<file path="src/rtl/lcd_spi_pkg.sv">
// Shared types, field layout and default panel init ROM for the LCD SPI scheduler.
// A ROM entry is {is_delay, dc, data[7:0]}; delay tokens carry a unit count in data.
package lcd_spi_pkg;

    localparam int DATA_W   = 8;
    localparam int ENTRY_W  = DATA_W + 2;
    localparam int INIT_MAX = 16;
    localparam int ROM_W    = INIT_MAX * ENTRY_W;
    localparam int PTR_W    = $clog2(INIT_MAX);

    typedef enum logic [2:0] {
        ST_RST_HOLD = 3'd0,
        ST_RST_WAIT = 3'd1,
        ST_INIT     = 3'd2,
        ST_INIT_DLY = 3'd3,
        ST_IDLE     = 3'd4,
        ST_GNT0     = 3'd5,
        ST_GNT1     = 3'd6
    } lcd_state_e;

    function automatic int imax(input int a, input int b);
        return (a > b) ? a : b;
    endfunction

    function automatic logic [ENTRY_W-1:0] cmd(input logic [DATA_W-1:0] d);
        return {1'b0, 1'b0, d};
    endfunction

    function automatic logic [ENTRY_W-1:0] dat(input logic [DATA_W-1:0] d);
        return {1'b0, 1'b1, d};
    endfunction

    function automatic logic [ENTRY_W-1:0] dly(input logic [DATA_W-1:0] units);
        return {1'b1, 1'b0, units};
    endfunction

    // Panel bring-up: soft reset, sleep-out, pixel format, orientation, TE, display-on.
    function automatic logic [ENTRY_W-1:0] rom_entry(input logic [PTR_W-1:0] idx);
        logic [ENTRY_W-1:0] e;
        case (idx)
            4'd0:    e = cmd(8'h01);
            4'd1:    e = dly(8'd3);
            4'd2:    e = cmd(8'h11);
            4'd3:    e = dly(8'd3);
            4'd4:    e = cmd(8'h3A);
            4'd5:    e = dat(8'h55);
            4'd6:    e = cmd(8'h36);
            4'd7:    e = dat(8'h00);
            4'd8:    e = cmd(8'h21);
            4'd9:    e = cmd(8'h13);
            4'd10:   e = cmd(8'h35);
            4'd11:   e = dat(8'h00);
            4'd12:   e = dly(8'd1);
            4'd13:   e = cmd(8'h29);
            4'd14:   e = dly(8'd2);
            4'd15:   e = cmd(8'h00);
            default: e = cmd(8'h00);
        endcase
        return e;
    endfunction

    function automatic logic [ROM_W-1:0] default_init_rom();
        logic [ROM_W-1:0] rom;
        rom = '0;
        for (int i = 0; i < INIT_MAX; i++) begin
            rom[i*ENTRY_W +: ENTRY_W] = rom_entry(PTR_W'(i));
        end
        return rom;
    endfunction

endpackage

</file>
<file path="src/rtl/lcd_rr_arb2.sv">
// Two-way round-robin picker. The last completed owner loses the next tie;
// i_lock suppresses any pick while a packet or the init sequence owns the bus.
module lcd_rr_arb2
    import lcd_spi_pkg::*;
(
    input  logic       i_clk,
    input  logic       i_rst,
    input  logic [1:0] i_req,
    input  logic       i_lock,
    input  logic       i_release,
    input  logic       i_release_id,
    output logic [1:0] o_pick
);

    logic r_last_grant;

    // Remember who finished last; reset favours requester 0 on the first tie.
    always_ff @(posedge i_clk) begin
        if (i_rst) begin
            r_last_grant <= 1'b1;
        end else if (i_release) begin
            r_last_grant <= i_release_id;
        end
    end

    // Pick the single requester, or the one that did not finish last.
    always_comb begin
        o_pick = 2'b00;
        if (i_lock) begin
            o_pick = 2'b00;
        end else begin
            case (i_req)
                2'b01:   o_pick = 2'b01;
                2'b10:   o_pick = 2'b10;
                2'b11:   o_pick = r_last_grant ? 2'b01 : 2'b10;
                default: o_pick = 2'b00;
            endcase
        end
    end

endmodule

</file>
<file path="src/rtl/lcd_spi_scheduler.sv">
// Drives the panel reset pulse, streams the init ROM, then shares the SPI byte
// engine between two packet requesters one whole packet at a time.
module lcd_spi_scheduler
    import lcd_spi_pkg::*;
#(
    parameter int               RESET_HOLD_CYC = 50000,
    parameter int               RESET_WAIT_CYC = 250000,
    parameter int               DELAY_UNIT     = 50000,
    parameter int               INIT_LEN       = 16,
    parameter logic [ROM_W-1:0] INIT_ROM       = default_init_rom()
) (
    input  logic       clk,
    input  logic       rst,
    output logic       lcd_rst_n,
    output logic       init_done,
    input  logic       r0_valid,
    input  logic [7:0] r0_data,
    input  logic       r0_dc,
    input  logic       r0_last,
    output logic       r0_ready,
    input  logic       r1_valid,
    input  logic [7:0] r1_data,
    input  logic       r1_dc,
    input  logic       r1_last,
    output logic       r1_ready,
    output logic [1:0] grant,
    output logic       tx_valid,
    output logic [7:0] tx_data,
    output logic       tx_dc,
    output logic       tx_last,
    input  logic       tx_ready
);

    localparam int CNT_MAX = imax(imax(RESET_HOLD_CYC, RESET_WAIT_CYC), 255 * DELAY_UNIT);
    localparam int CNT_W   = $clog2(CNT_MAX + 1);
    localparam logic [CNT_W-1:0] HOLD_LOAD = CNT_W'(RESET_HOLD_CYC - 1);
    localparam logic [CNT_W-1:0] WAIT_LOAD = CNT_W'(RESET_WAIT_CYC - 1);
    localparam logic [PTR_W-1:0] LAST_PTR  = PTR_W'(INIT_LEN - 1);

    lcd_state_e        r_state, w_state_next;
    logic [CNT_W-1:0]  r_cnt, w_cnt_next;
    logic [PTR_W-1:0]  r_ptr, w_ptr_next;
    logic              r_lcd_rst_n, r_init_done;
    logic              w_rst_release, w_init_finish;
    logic [ENTRY_W-1:0] w_entry;
    logic              w_is_dly, w_ent_dc;
    logic [DATA_W-1:0] w_ent_data;
    logic [CNT_W-1:0]  w_dly_total, w_dly_load;
    logic [1:0]        w_pick;
    logic              w_lock, w_release, w_release_id;

    assign w_entry                          = INIT_ROM[int'(r_ptr) * ENTRY_W +: ENTRY_W];
    assign {w_is_dly, w_ent_dc, w_ent_data} = w_entry;

    // The INIT cycle that fetches the token already counts as one idle cycle.
    assign w_dly_total = CNT_W'(int'(w_ent_data) * DELAY_UNIT);
    assign w_dly_load  = (w_dly_total < CNT_W'(2)) ? '0 : (w_dly_total - CNT_W'(2));

    assign w_lock       = (r_state != ST_IDLE);
    assign w_release_id = (r_state == ST_GNT1);
    assign w_release    = ((r_state == ST_GNT0) && r0_valid && r0_last && tx_ready) ||
                          ((r_state == ST_GNT1) && r1_valid && r1_last && tx_ready);

    assign lcd_rst_n = r_lcd_rst_n;
    assign init_done = r_init_done;

    lcd_rr_arb2 u_arb (
        .i_clk        (clk),
        .i_rst        (rst),
        .i_req        ({r1_valid, r0_valid}),
        .i_lock       (w_lock),
        .i_release    (w_release),
        .i_release_id (w_release_id),
        .o_pick       (w_pick)
    );

    // State, counter, ROM pointer and the two sticky status flags.
    always_ff @(posedge clk) begin
        if (rst) begin
            r_state     <= ST_RST_HOLD;
            r_cnt       <= HOLD_LOAD;
            r_ptr       <= '0;
            r_lcd_rst_n <= 1'b0;
            r_init_done <= 1'b0;
        end else begin
            r_state <= w_state_next;
            r_cnt   <= w_cnt_next;
            r_ptr   <= w_ptr_next;
            if (w_rst_release) begin
                r_lcd_rst_n <= 1'b1;
            end
            if (w_init_finish) begin
                r_init_done <= 1'b1;
            end
        end
    end

    // Next-state logic plus the transmitter/requester handshake routing.
    always_comb begin
        w_state_next  = r_state;
        w_cnt_next    = r_cnt;
        w_ptr_next    = r_ptr;
        w_rst_release = 1'b0;
        w_init_finish = 1'b0;
        tx_valid      = 1'b0;
        tx_data       = 8'h00;
        tx_dc         = 1'b0;
        tx_last       = 1'b0;
        r0_ready      = 1'b0;
        r1_ready      = 1'b0;
        grant         = 2'b00;
        case (r_state)
            ST_RST_HOLD: begin
                if (r_cnt == '0) begin
                    w_state_next  = ST_RST_WAIT;
                    w_cnt_next    = WAIT_LOAD;
                    w_rst_release = 1'b1;
                end else begin
                    w_cnt_next = r_cnt - CNT_W'(1);
                end
            end
            ST_RST_WAIT: begin
                if (r_cnt == '0) begin
                    w_state_next = ST_INIT;
                    w_ptr_next   = '0;
                end else begin
                    w_cnt_next = r_cnt - CNT_W'(1);
                end
            end
            ST_INIT: begin
                if (w_is_dly) begin
                    w_state_next = ST_INIT_DLY;
                    w_cnt_next   = w_dly_load;
                end else begin
                    tx_valid = 1'b1;
                    tx_data  = w_ent_data;
                    tx_dc    = w_ent_dc;
                    tx_last  = 1'b1;
                    if (!tx_ready) begin
                        w_state_next = ST_INIT;
                    end else if (r_ptr == LAST_PTR) begin
                        w_state_next  = ST_IDLE;
                        w_init_finish = 1'b1;
                    end else begin
                        w_ptr_next = r_ptr + PTR_W'(1);
                    end
                end
            end
            ST_INIT_DLY: begin
                if (r_cnt != '0) begin
                    w_cnt_next = r_cnt - CNT_W'(1);
                end else if (r_ptr == LAST_PTR) begin
                    w_state_next  = ST_IDLE;
                    w_init_finish = 1'b1;
                end else begin
                    w_state_next = ST_INIT;
                    w_ptr_next   = r_ptr + PTR_W'(1);
                end
            end
            ST_IDLE: begin
                if (w_pick[0]) begin
                    w_state_next = ST_GNT0;
                end else if (w_pick[1]) begin
                    w_state_next = ST_GNT1;
                end else begin
                    w_state_next = ST_IDLE;
                end
            end
            ST_GNT0: begin
                grant    = 2'b01;
                tx_valid = r0_valid;
                tx_data  = r0_data;
                tx_dc    = r0_dc;
                tx_last  = r0_last;
                r0_ready = tx_ready;
                if (w_release) begin
                    w_state_next = ST_IDLE;
                end else begin
                    w_state_next = ST_GNT0;
                end
            end
            ST_GNT1: begin
                grant    = 2'b10;
                tx_valid = r1_valid;
                tx_data  = r1_data;
                tx_dc    = r1_dc;
                tx_last  = r1_last;
                r1_ready = tx_ready;
                if (w_release) begin
                    w_state_next = ST_IDLE;
                end else begin
                    w_state_next = ST_GNT1;
                end
            end
            default: begin
                w_state_next = ST_RST_HOLD;
                w_cnt_next   = HOLD_LOAD;
            end
        endcase
    end

endmodule
</file>
<file path="config.mk">
export PLATFORM = sky130hd
export DESIGN_NAME = lcd_spi_scheduler
export DESIGN_NICKNAME = d
export VERILOG_FILES = /design/src/rtl/lcd_spi_pkg.sv /design/src/rtl/lcd_rr_arb2.sv /design/src/rtl/lcd_spi_scheduler.sv
export SDC_FILE = /design/constraint.sdc
export NUM_CORES = 1
export LEC_CHECK = 0
export ABC_AREA = 1
export ABC_CLOCK_PERIOD_IN_PS = 5050
export CAP_MARGIN = 25
export CORE_ASPECT_RATIO = 0.75
export CORE_UTILIZATION = 60
export DETAILED_ROUTE_END_ITERATION = 8
export HOLD_SLACK_MARGIN = 0.06
export PLACE_DENSITY = 0.83
export SLEW_MARGIN = 10
export SYNTH_ARGS = -nofsm -noshare
export SYNTH_HDL_FRONTEND = slang
export SYNTH_SLANG_ARGS = --single-unit
export TNS_END_PERCENT = 1
</file>
<file path="constraint.sdc">
create_clock -name clk -period 5.05 [get_ports clk]
set_input_delay 1.2625 -clock clk [delete_from_list [all_inputs] [get_ports clk]]
set_output_delay 1.2625 -clock clk [all_outputs]
set_load 0.01 [all_outputs]
</file>
==> metrics.cfg, run 1 <==
[global_routing]
grt_pass1_wl_mm=20.2
grt_max_degree=28
antenna_found_initial=0
grt_pass1_vias=4649
grt_overflow=0
grt_usage_pct=31.5

[placed_design]
gp_congestion=0.976
dpl_cell_area_um2=5170
port_buffers=41
dp.final_hpwl_mm=9.68

[yosys]
post_synth.cell_area_avg_um2=6.41
netlist_area_um2=4630
ys_ff_latch=34
yosys_warnings=0
synth-simple-area-share_pct=37.5
synth_top_family_by_area=simple AND/OR/NAND/NOR gates
muxShareOfSynthArea_pct=0
synth-seq-area-share_pct=14.7
synth_fa_ha_area_share_pct=18.6
synth_cell_type_count=51
synth_compound_area_share_pct=14.5
synthXorXnorAreaFrac_pct=5.49
synth_cells=722
syn_nets=810

[critical_path]
r2r-end=r_cnt[2]
crit_type=flip-flop to flip-flop
reg2reg_depth=25
critPathRequiredTime_ns=5.21
cp-end-kind=flip-flop
start_kind=flip-flop
r2r-start=r_ptr[0]
crit_arrival_ns=4.99
regToRegSetupSlack_ns=0.22
critical_path.max_fanout=8

[die]
die_area_um2=8070
ios=42
start_util_pct=62.6
die_w_um=103
fp.dieH_um=78.1
core_um2=7400
rows=27

[detailed_routing]
drt-total-wl_mm=12.5
vias=4927
wire_per_inst_um=14.3
drtPass1Iterations=5
drt_iter0_drc=345
ant_nets=0
viasPerCell=5.66
drc=0

[timing]
post-route-period-util_pct=95.6
hold_viol=0
slew_headroom_pct=35.5
slew_violations=0
holdWs_ns=0.475
rsz0062_at_grt=false
setup_viol=0
skew_ns=0.00868
worstMarginPinSlew_ns=0.964
fin_crit_ns=4.83
setup-tns-final_ns=0
fmax_mhz=207

[clock_network]
post_cts_buffers=0
clkLatencyLatePin_ns=0.29
cts-htree-levels=2
cts_buffers=5
hold_buffers=0
cts_root_buf=clkbuf_8
path_clk_slew_ns=0.08
cts_tree=yes
clockBufferDepth=2
cts.sink_count=34

[power]
power_frac_comb_pct=5.8
p_leak_nw=2.60
vdd_drop_max_mv=0.140
clkPwrFrac_pct=50.1
p_seq_share_pct=44.1
switchingPower_w=0.000126
power_density_nw_per_um2=113
p_int_w=0.000488
swShare_pct=20.5

[finish]
fin_area_um2=5420
antenna_cells=0
finalNetCount=856
multiInputGateArea_um2=3630
fillers=600
drive_above_1_share_pct=11.6
area_growth_pct=17.1
final-seq-area_um2=686

[hold_path]
hold_class=flip-flop to flip-flop
whs_path_depth=2
min_from=lcd_rst_n
min_to=lcd_rst_n

[status]
status=completed

[run]
cap_viol_max_count=0

layout make-up:
cell class                 count  area share (%)
timing repair buffer          50            8.82
clock buffer                   5            1.27
multi-input combinational    581            67.0
clock inverter                 3            1.27
sequential                    34            12.6
inverter                      96            6.65
tap                          101            2.33
kinds of logic after synthesis:
family / after synthesis
AOI/OAI and AO/OA: 109
xor gates and xnor gates: 29
buffers and inverters: 108
DFF: 34
and+or+nand+nor: 379
adders and majority gates: 63
metal layers:
| metal | vias to the layer above | wire length (um) | global-route usage [%] |
|---|---|---|---|
| li1 | 2438 | - | - |
| met1 | 2241 | 5500 | 41.8 |
| met4 | 0 | 202 | 7.89 |
| met2 | 220 | 5690 | 52.1 |
| met5 | - | 0 | 0 |
| met3 | 28 | 1080 | 6.32 |
critical path: stages, from the launching register on:
cell and delay [ns]:
dfxtp_4 0.39, inv_1 0.10, ha_1 0.32, inv_1 0.10, o22ai_2 0.10, buf_4 0.19, ha_1 0.32, ha_1 0.30
fa_1 0.48, ha_1 0.32, ha_2 0.38, nand2_1 0.11, inv_1 0.09, nand3_1 0.11, nand2_1 0.11, nand2_1 0.06
nand2_1 0.11, nand2_2 0.09, nor2_4 0.12, nand3_2 0.12, nor2_4 0.19, nand2_4 0.11, nand2_8 0.11, nand3_1 0.12
a21oi_1 0.17, o21ai_1 0.07
Yosys cell counts (all sizes together):
library cell / count / area, um2
xor2: 18 / 158
a21o: 1 / 7.51
nand4: 7 / 50.1
nand2: 219 / 875
o21bai: 1 / 7.51
a21oi: 44 / 246
o22ai: 9 / 56.3
clkinv: 1 / 3.75
and2: 1 / 6.26
o21ai: 31 / 163
a22o: 1 / 8.76
nor2: 89 / 420
nand3: 40 / 225
o211ai: 10 / 75.1
and3: 1 / 6.26
o2bb2ai: 1 / 8.76
o2111ai: 2 / 23.8
a22oi: 5 / 37.5
nor3: 9 / 61.3
nand3b: 6 / 45.0
inv: 95 / 357
xnor2: 11 / 96.3
buf: 7 / 46.3
ha: 53 / 663
a211oi: 2 / 15.0
dfxtp: 34 / 681
nor4: 2 / 12.5
fa: 10 / 200
nor3b: 1 / 7.51
or2: 4 / 27.5
clkbuf: 5 / 18.8
o31ai: 2 / 20.0
flip-flops by register name, summed over array words and instances (netlist names):
signal,flops
r_ptr,4
lcd_rst_n,1
r_cnt,24
init_done,1
r_state,3
u_arb.r_last_grant,1
cell usage in the layout (no fill, tap or decap), drive strengths merged, types with 10 or more instances in the layout:
cell           count
o211ai            10
a21oi             44
xnor2             11
inv               95
o21ai             31
nand2            220
nor2              89
fa                10
dfxtp             34
clkdlybuf4s50     41
xor2              18
ha                53
nand3             40
power groups by stage:
stage | clock network [W] | logic [W] | registers [W]
after floorplan | 0 | 0.0000116 | 0.000277
after global placement | 0 | 0.0000330 | 0.000278
after detailed placement | 0 | 0.0000341 | 0.000278
after CTS | 0.000310 | 0.0000341 | 0.000271
after global routing | 0.000320 | 0.0000383 | 0.000271
final | 0.000308 | 0.0000353 | 0.000271
metrics by stage:
| step | utilization [%] | power (W) | std cells | worst slack (ns) |
|---|---|---|---|---|
| after floorplan | - | 0.000289 | 722 | 0.373 |
| after global placement | 69.9 | 0.000311 | 861 | 0.234 |
| after detailed placement | 69.9 | 0.000312 | 861 | 0.00433 |
| after CTS | 71.7 | 0.000615 | 869 | 0.0341 |
| after global routing | 73.3 | 0.000630 | 870 | 0.00787 |
| final | 73.3 | 0.000615 | 870 | 0.222 |
worst max path at each step:
stage	from	end	cells after the start
finish	r_ptr[0]	r_cnt[2]	25
global route	r_ptr[0]	r_cnt[2]	25
CTS	r_ptr[1]	r_cnt[2]	24
detailed placement	r_ptr[0]	r_cnt[2]	24
global placement	r_ptr[0]	r_cnt[2]	24
floorplan	r_ptr[0]	r_cnt[3]	25
timing repair:
| action | CTS | global route |
|---|---|---|
| hold endpoints to repair | 0 | 0 |
| gates resized for setup | 1 | 18 |
| pin swaps | 0 | 3 |
| cloned | 0 | 1 |
| setup endpoints to repair | 1 | 23 |
No activity file was read; power rests on OpenSTA's default activity.
==> inputs of run 2 (changes only) <==
--- a/config.mk
+++ b/config.mk
@@ -8,7 +8,6 @@
 export ABC_AREA = 1
 export ABC_CLOCK_PERIOD_IN_PS = 5050
 export CAP_MARGIN = 25
-export CORE_ASPECT_RATIO = 0.75
 export CORE_UTILIZATION = 60
 export DETAILED_ROUTE_END_ITERATION = 8
 export HOLD_SLACK_MARGIN = 0.06
==> metrics.cfg, run 2 (same netlist as run 1, synthesis figures left out) <==
[die]
die_area_um2=8070  ; about the same
rows=31  ; +15%
core_um2=7370  ; -0.39%
start_util_pct=62.8  ; +0.24 points
fp.dieH_um=89.8  ; +15%
ios=42  ; unchanged
die_w_um=89.8  ; -13%

[critical_path]
crit_arrival_ns=5.02  ; +0.03 ns
r2r-start=r_ptr[0]
cp-end-kind=flip-flop
critical_path.max_fanout=8  ; unchanged
critPathRequiredTime_ns=5.22  ; about the same
crit_start=r_ptr[0]
start_kind=flip-flop
crit_type=flip-flop to flip-flop
reg2reg_depth=24  ; -4.0%

[timing]
slew_violations=0  ; unchanged
setup_viol=0  ; unchanged
fmax_mhz=206  ; -0.44%
holdWs_ns=0.486  ; +0.0109 ns
skew_ns=0.00944  ; +0.000757 ns
fin_crit_ns=4.85  ; +0.0215 ns
slew_headroom_pct=36.6  ; +1.1 points
hold_viol=0  ; unchanged
post-route-period-util_pct=96.0  ; +0.43 points
worstMarginPinSlew_ns=0.948  ; -0.0160 ns
setup-tns-final_ns=0  ; unchanged

[finish]
fillers=624  ; +4.0%
area_growth_pct=14.8
final_cells=867  ; -0.34%
final_common_cell=nand2_1
finalNetCount=855  ; -0.12%
drive_above_1_share_pct=10.8  ; -0.77 points
top_regs=r_cnt: 24 flops, r_ptr: 4 flops, r_state: 3 flops
fin_area_um2=5320  ; -2.0%
regMostFlops=r_cnt
antenna_cells=0  ; unchanged
multiInputGateArea_um2=3590  ; -1.3%
layout_common_cells=204 x nand2_1, 86 x inv_1, 73 x nor2_1, 51 x ha_1, 41 x clkdlybuf4s50_1
largest_reg_flops=24  ; unchanged
final-seq-area_um2=684  ; -0.18%

[clock_network]
path_clk_slew_ns=0.08  ; about the same
clockBufferDepth=2  ; unchanged
cts-htree-levels=2  ; unchanged
clkLatencyLatePin_ns=0.30  ; about the same
cts_root_buf=clkbuf_8
cts_buffers=5  ; unchanged
hold_buffers=0  ; unchanged
cts_tree=yes
cts.sink_count=34  ; unchanged

[power]
vdd_drop_max_mv=0.0869  ; -38%
p_leak_nw=2.58  ; -1.0%
power_density_nw_per_um2=97.3  ; -14%

[detailed_routing]
drc=0  ; unchanged
drtPass1Iterations=5  ; unchanged
drt-total-wl_mm=12.1  ; -3.0%
viasPerCell=5.46  ; -3.6%
vias=4734  ; -3.9%
wire_per_inst_um=13.9  ; -2.7%
drt_iter0_drc=256  ; -26%
ant_nets=0  ; unchanged

[hold_path]
min_from=init_done
hold_class=flip-flop to flip-flop
whs_path_depth=2  ; unchanged

[placed_design]
port_buffers=41  ; unchanged
dp.final_hpwl_mm=9.63  ; -0.49%
gp_congestion=0.939  ; -3.8%
dpl_cell_area_um2=5160  ; -0.19%
place_inst=858  ; -0.35%

[status]
status=completed

[global_routing]
grtUsageMet2_pct=51.2  ; -0.97 points
use_met3_pct=3.55  ; -2.8 points
grt_usage_pct=30.0  ; -1.5 points
grt_pass1_wl_mm=20.0  ; -0.96%
met1_usage_pct=39.6  ; -2.1 points
grt_pass1_vias=4409  ; -5.2%
grt_overflow=0  ; unchanged
grt.busiest_layer=met2
grt_max_degree=28  ; unchanged
antenna_found_initial=0  ; unchanged

[run]
cap_viol_max_count=0  ; unchanged

run 2: power breakdown:
group | switching (W) | internal [W] | total [W] | leakage (nW)
Combinational | 0.0000136 | 0.0000207 | 0.0000343 | 2.26
Sequential | 0.00000167 | 0.000269 | 0.000271 | 0.276
Clock | 0.000115 | 0.0000970 | 0.000212 | 0.0441
run 2: final timing paths:
kind                to  slack (ns)
min          init_done        0.49
max reg2reg   r_cnt[2]        0.20
max           r_cnt[2]        0.20
min reg2reg  init_done        0.49
run 2: per-stage QoR:
step,setup WS [ns],total power (W),util [%]
3_5_place_dp,0.0458,0.000312,70.0
6_report,0.200,0.000517,72.1
3_3_place_gp,0.248,0.000311,70.0
2_1_floorplan,0.373,0.000289,-
5_1_grt,-0.0490,0.000534,72.1
4_1_cts,0.0125,0.000521,71.2
run 2: timing repair:
item                                    4_1_cts  5_1_grt
resized for setup                             0       12
endpoints found under the setup margin        0       23
setup buffers                                 0        0
run 2: metal layers:
layer	wire, um	up-vias	share of wire (%)
li1	-	2434	-
met3	681	19	5.6
met4	244	0	2.0
met2	5720	142	47
met1	5440	2139	45
met5	0	-	0
run 2: worst max-delay path, cell delays in order, from the launching register on:
cell and delay, ns:
dfxtp_4 0.39, inv_1 0.09, ha_1 0.31, inv_1 0.11, o22ai_2 0.12, ha_1 0.36, ha_1 0.29, inv_1 0.05
fa_1 0.50, inv_1 0.06, fa_1 0.54, ha_2 0.31, or2_4 0.26, nand3_1 0.11, nand3_2 0.10, nor2_4 0.13
nand2_2 0.08, nor2_4 0.09, nand3_2 0.12, nor2_4 0.17, nand2_4 0.11, nand2_8 0.11, nand3_1 0.10, a21oi_1 0.15
o21ai_1 0.07
run 2: layout make-up:
cell class | instances | share of cell area (%)
multi-input cells | 581 | 67.5
inverters | 96 | 6.78
repair buffers | 49 | 8.85
well taps | 99 | 2.33
clock buffers | 5 | 1.29
clock inverters | 3 | 0.400
flip-flops and latches | 34 | 12.9
==> inputs of run 3 (changes only) <==
--- a/config.mk
+++ b/config.mk
@@ -5,7 +5,6 @@
 export SDC_FILE = /design/constraint.sdc
 export NUM_CORES = 1
 export LEC_CHECK = 0
-export ABC_AREA = 1
 export ABC_CLOCK_PERIOD_IN_PS = 5050
 export CAP_MARGIN = 25
 export CORE_UTILIZATION = 60
==> metrics.cfg, run 3 <==
[critical_path]
cp-end-kind=flip-flop
crit_type=flip-flop to flip-flop
crit_arrival_ns=5.46  ; +0.44 ns
start_kind=flip-flop
critical_path.max_fanout=5  ; -3
critPathRequiredTime_ns=5.28  ; +0.06 ns
regToRegSetupSlack_ns=-0.18  ; -0.38 ns

[clock_network]
path_clk_slew_ns=0.08  ; about the same
clkLatencyLatePin_ns=0.30  ; about the same
clockBufferDepth=2  ; unchanged
cts_tree=yes
cts-htree-levels=2  ; unchanged
cts.sink_count=34  ; unchanged
cts_root_buf=clkbuf_8
cts_buffers=5  ; unchanged

[detailed_routing]
vias=5306  ; +12%
drt-total-wl_mm=16.8  ; +39%
drt_iter0_drc=483  ; +89%
ant_nets=0  ; unchanged
drtPass1Iterations=7  ; +2
drc=0  ; unchanged
wire_per_inst_um=21.7  ; +55%
viasPerCell=6.83  ; +25%

[run]
cap_viol_max_count=0  ; unchanged

[die]
core_um2=7330  ; -0.53%
ios=42  ; unchanged
fp.dieH_um=89.7  ; -0.13%
die_area_um2=8050  ; -0.27%
start_util_pct=63.0  ; +0.16 points
die_w_um=89.7  ; -0.13%
rows=31  ; unchanged

[yosys]
synth_flop_cell=dfxtp_1
yosys_warnings=0  ; unchanged
synth_cells=574  ; -20%
post_synth.cell_area_avg_um2=8.04  ; +25%
ys_ff_latch=34  ; unchanged
syn_nets=662  ; -18%
yosysMostFrequentCell=ha_1
synth_cell_type_count=89  ; +75%
synth_edf_count=0  ; unchanged
yosysTopAreaCellShare_pct=14.7  ; -1.8 points
ys_async_sr_fraction_pct=0  ; unchanged
synth-seq-area-share_pct=14.7  ; +0.040 points
netlist_area_um2=4620  ; -0.27%
synth_common_cells=53 x ha_1, 48 x nor2_1, 39 x nand2_1
synthTopCellsByArea=dfxtp_1 15%, ha_1 14%, fa_1 4.3%
synth_area_leader_cell=dfxtp_1

[power]
p_leak_nw=2.57  ; -0.33%
power_density_nw_per_um2=87.8  ; -9.8%
vdd_drop_max_mv=0.0750  ; -14%
total_power_w=0.000534  ; +3.2%

[global_routing]
grt_pass1_vias=4859  ; +10%
antenna_found_initial=0  ; unchanged
grt_pass1_wl_mm=23.4  ; +17%
grt_usage_pct=35.4  ; +5.3 points
grt_overflow=0  ; unchanged
grt_max_degree=36  ; +29%

[status]
violations=negative setup slack
status=finished with violations

[timing]
slew_violations=0  ; unchanged
slew_headroom_pct=44.6  ; +8.0 points
setup_viol=12  ; +12
fmax_mhz=191  ; -7.2%
hold_viol=0  ; unchanged
rsz0062_at_grt=true
worstMarginPinSlew_ns=0.831  ; -0.117 ns
skew_ns=0.0102  ; +0.000753 ns
fin_crit_ns=5.23  ; +0.379 ns
setup_slack_ns=-0.178  ; -0.379 ns
post-route-period-util_pct=104  ; +7.5 points

[hold_path]
hold_class=flip-flop to flip-flop

[finish]
drive_above_1_share_pct=26.7  ; +16 points
layout_common_cells=81 x buf_4, 45 x nor2_1, 44 x ha_1, 41 x clkdlybuf4s50_1, 39 x nand2_1
top_regs=r_cnt: 24 flops, r_ptr: 4 flops, r_state: 3 flops
antenna_cells=0  ; unchanged
largest_reg_flops=24  ; unchanged
final_cells=777  ; -10%
regMostFlops=r_cnt
final_common_cell=buf_4
finalNetCount=765  ; -11%
area_growth_pct=31.7

[placed_design]
place_inst=753  ; -12%
port_buffers=41  ; unchanged
dp.final_hpwl_mm=10.4  ; +7.9%
gp_congestion=0.878  ; -6.5%

run 3: cell types whose count changed in the layout (fill, tap and decap cells not counted), sizes merged, moves of 11 or more:
cell	before	now
nand2	220	40
buf	8	84
inv	95	30
nor2	89	49
nand3	40	12
nor3	9	25
or3	0	13
xor2	18	5
and3	1	12
run 3: final cells by class:
type | instances | area (um2)
multi-input cells | 481 | 4020
fillers | 417 | 1250
repair buffers | 125 | 1050
flip-flops and latches | 34 | 684
well taps | 99 | 124
inverters | 30 | 115
clock buffers | 7 | 86.3
clock inverters | 1 | 5.00
run 3: cells by family after synthesis:
kind of cell               Yosys count  share of synthesized area, %
adders and majority gates           63                          18.7
xor gates and xnor gates            24                          4.88
muxes                                8                          1.98
buffers and inverters               60                          6.04
DFF                                 34                          14.7
AOI/OAI and AO/OA                  178                          28.6
and+or+nand+nor                    207                          25.1
run 3: path summary, 6_finish.rpt:
kind | startpoint | cells past startpoint | endpoint
setup / recovery | r_ptr[0] | 22 | r_cnt[20]
hold / removal | lcd_rst_n | 2 | lcd_rst_n
setup reg to reg | r_ptr[0] | 22 | r_cnt[20]
hold reg to reg | lcd_rst_n | 2 | lcd_rst_n
run 3: stage by stage:
step	utilization, %	hold slack (ns)	instance area [um2]	setup slack (ns)	setup TNS (ns)
after floorplan	-	0.469	4660	0.00612	0
after global placement	75.6	0.451	5540	-0.00138	-0.00138
after detailed placement	75.6	0.460	5540	-0.267	-2.67
after CTS	78.8	0.479	5780	-0.0224	-0.0370
after global routing	83.0	0.500	6080	-0.257	-3.16
final	83.0	0.479	6080	-0.178	-0.541
run 3: critical path: stages, from the launching register on:
cell	delay [ns]
dfxtp_2	0.37
inv_4	0.06
ha_4	0.27
inv_2	0.04
nor3_2	0.20
a21oi_2	0.07
inv_2	0.10
ha_4	0.22
ha_4	0.26
inv_2	0.04
fa_1	0.51
inv_2	0.05
fa_1	0.57
ha_4	0.24
a21o_4	0.23
a21oi_4	0.18
xnor2_2	0.13
buf_4	0.18
nor4b_2	0.37
nand4_1	0.19
or3_4	0.36
a311o_1	0.38
a21oi_2	0.11
run 3: power by group:
part	leakage [nW]	internal [W]	switching, W
Sequential	0.276	0.000270	0.00000215
Combinational	2.24	0.0000217	0.0000149
Clock	0.0482	0.000110	0.000115
run 3: per-layer routing:
layer / global-route usage [%] / up-vias / part of all wire, %
li1: - / 2358 / -
met1: 42.8 / 2493 / 38
met2: 63.1 / 348 / 48
met3: 4.74 / 107 / 7.6
met4: 13.9 / 0 / 6.5
met5: 0 / - / 0
run 3: what timing repair did:
item,in CTS,in global routing
setup buffers,5,9
hold buffers,0,0
gates cloned,0,1
endpoints found under the setup margin,22,23
gates resized for setup,21,43
pin swaps,10,28
endpoints found under the hold margin,0,0
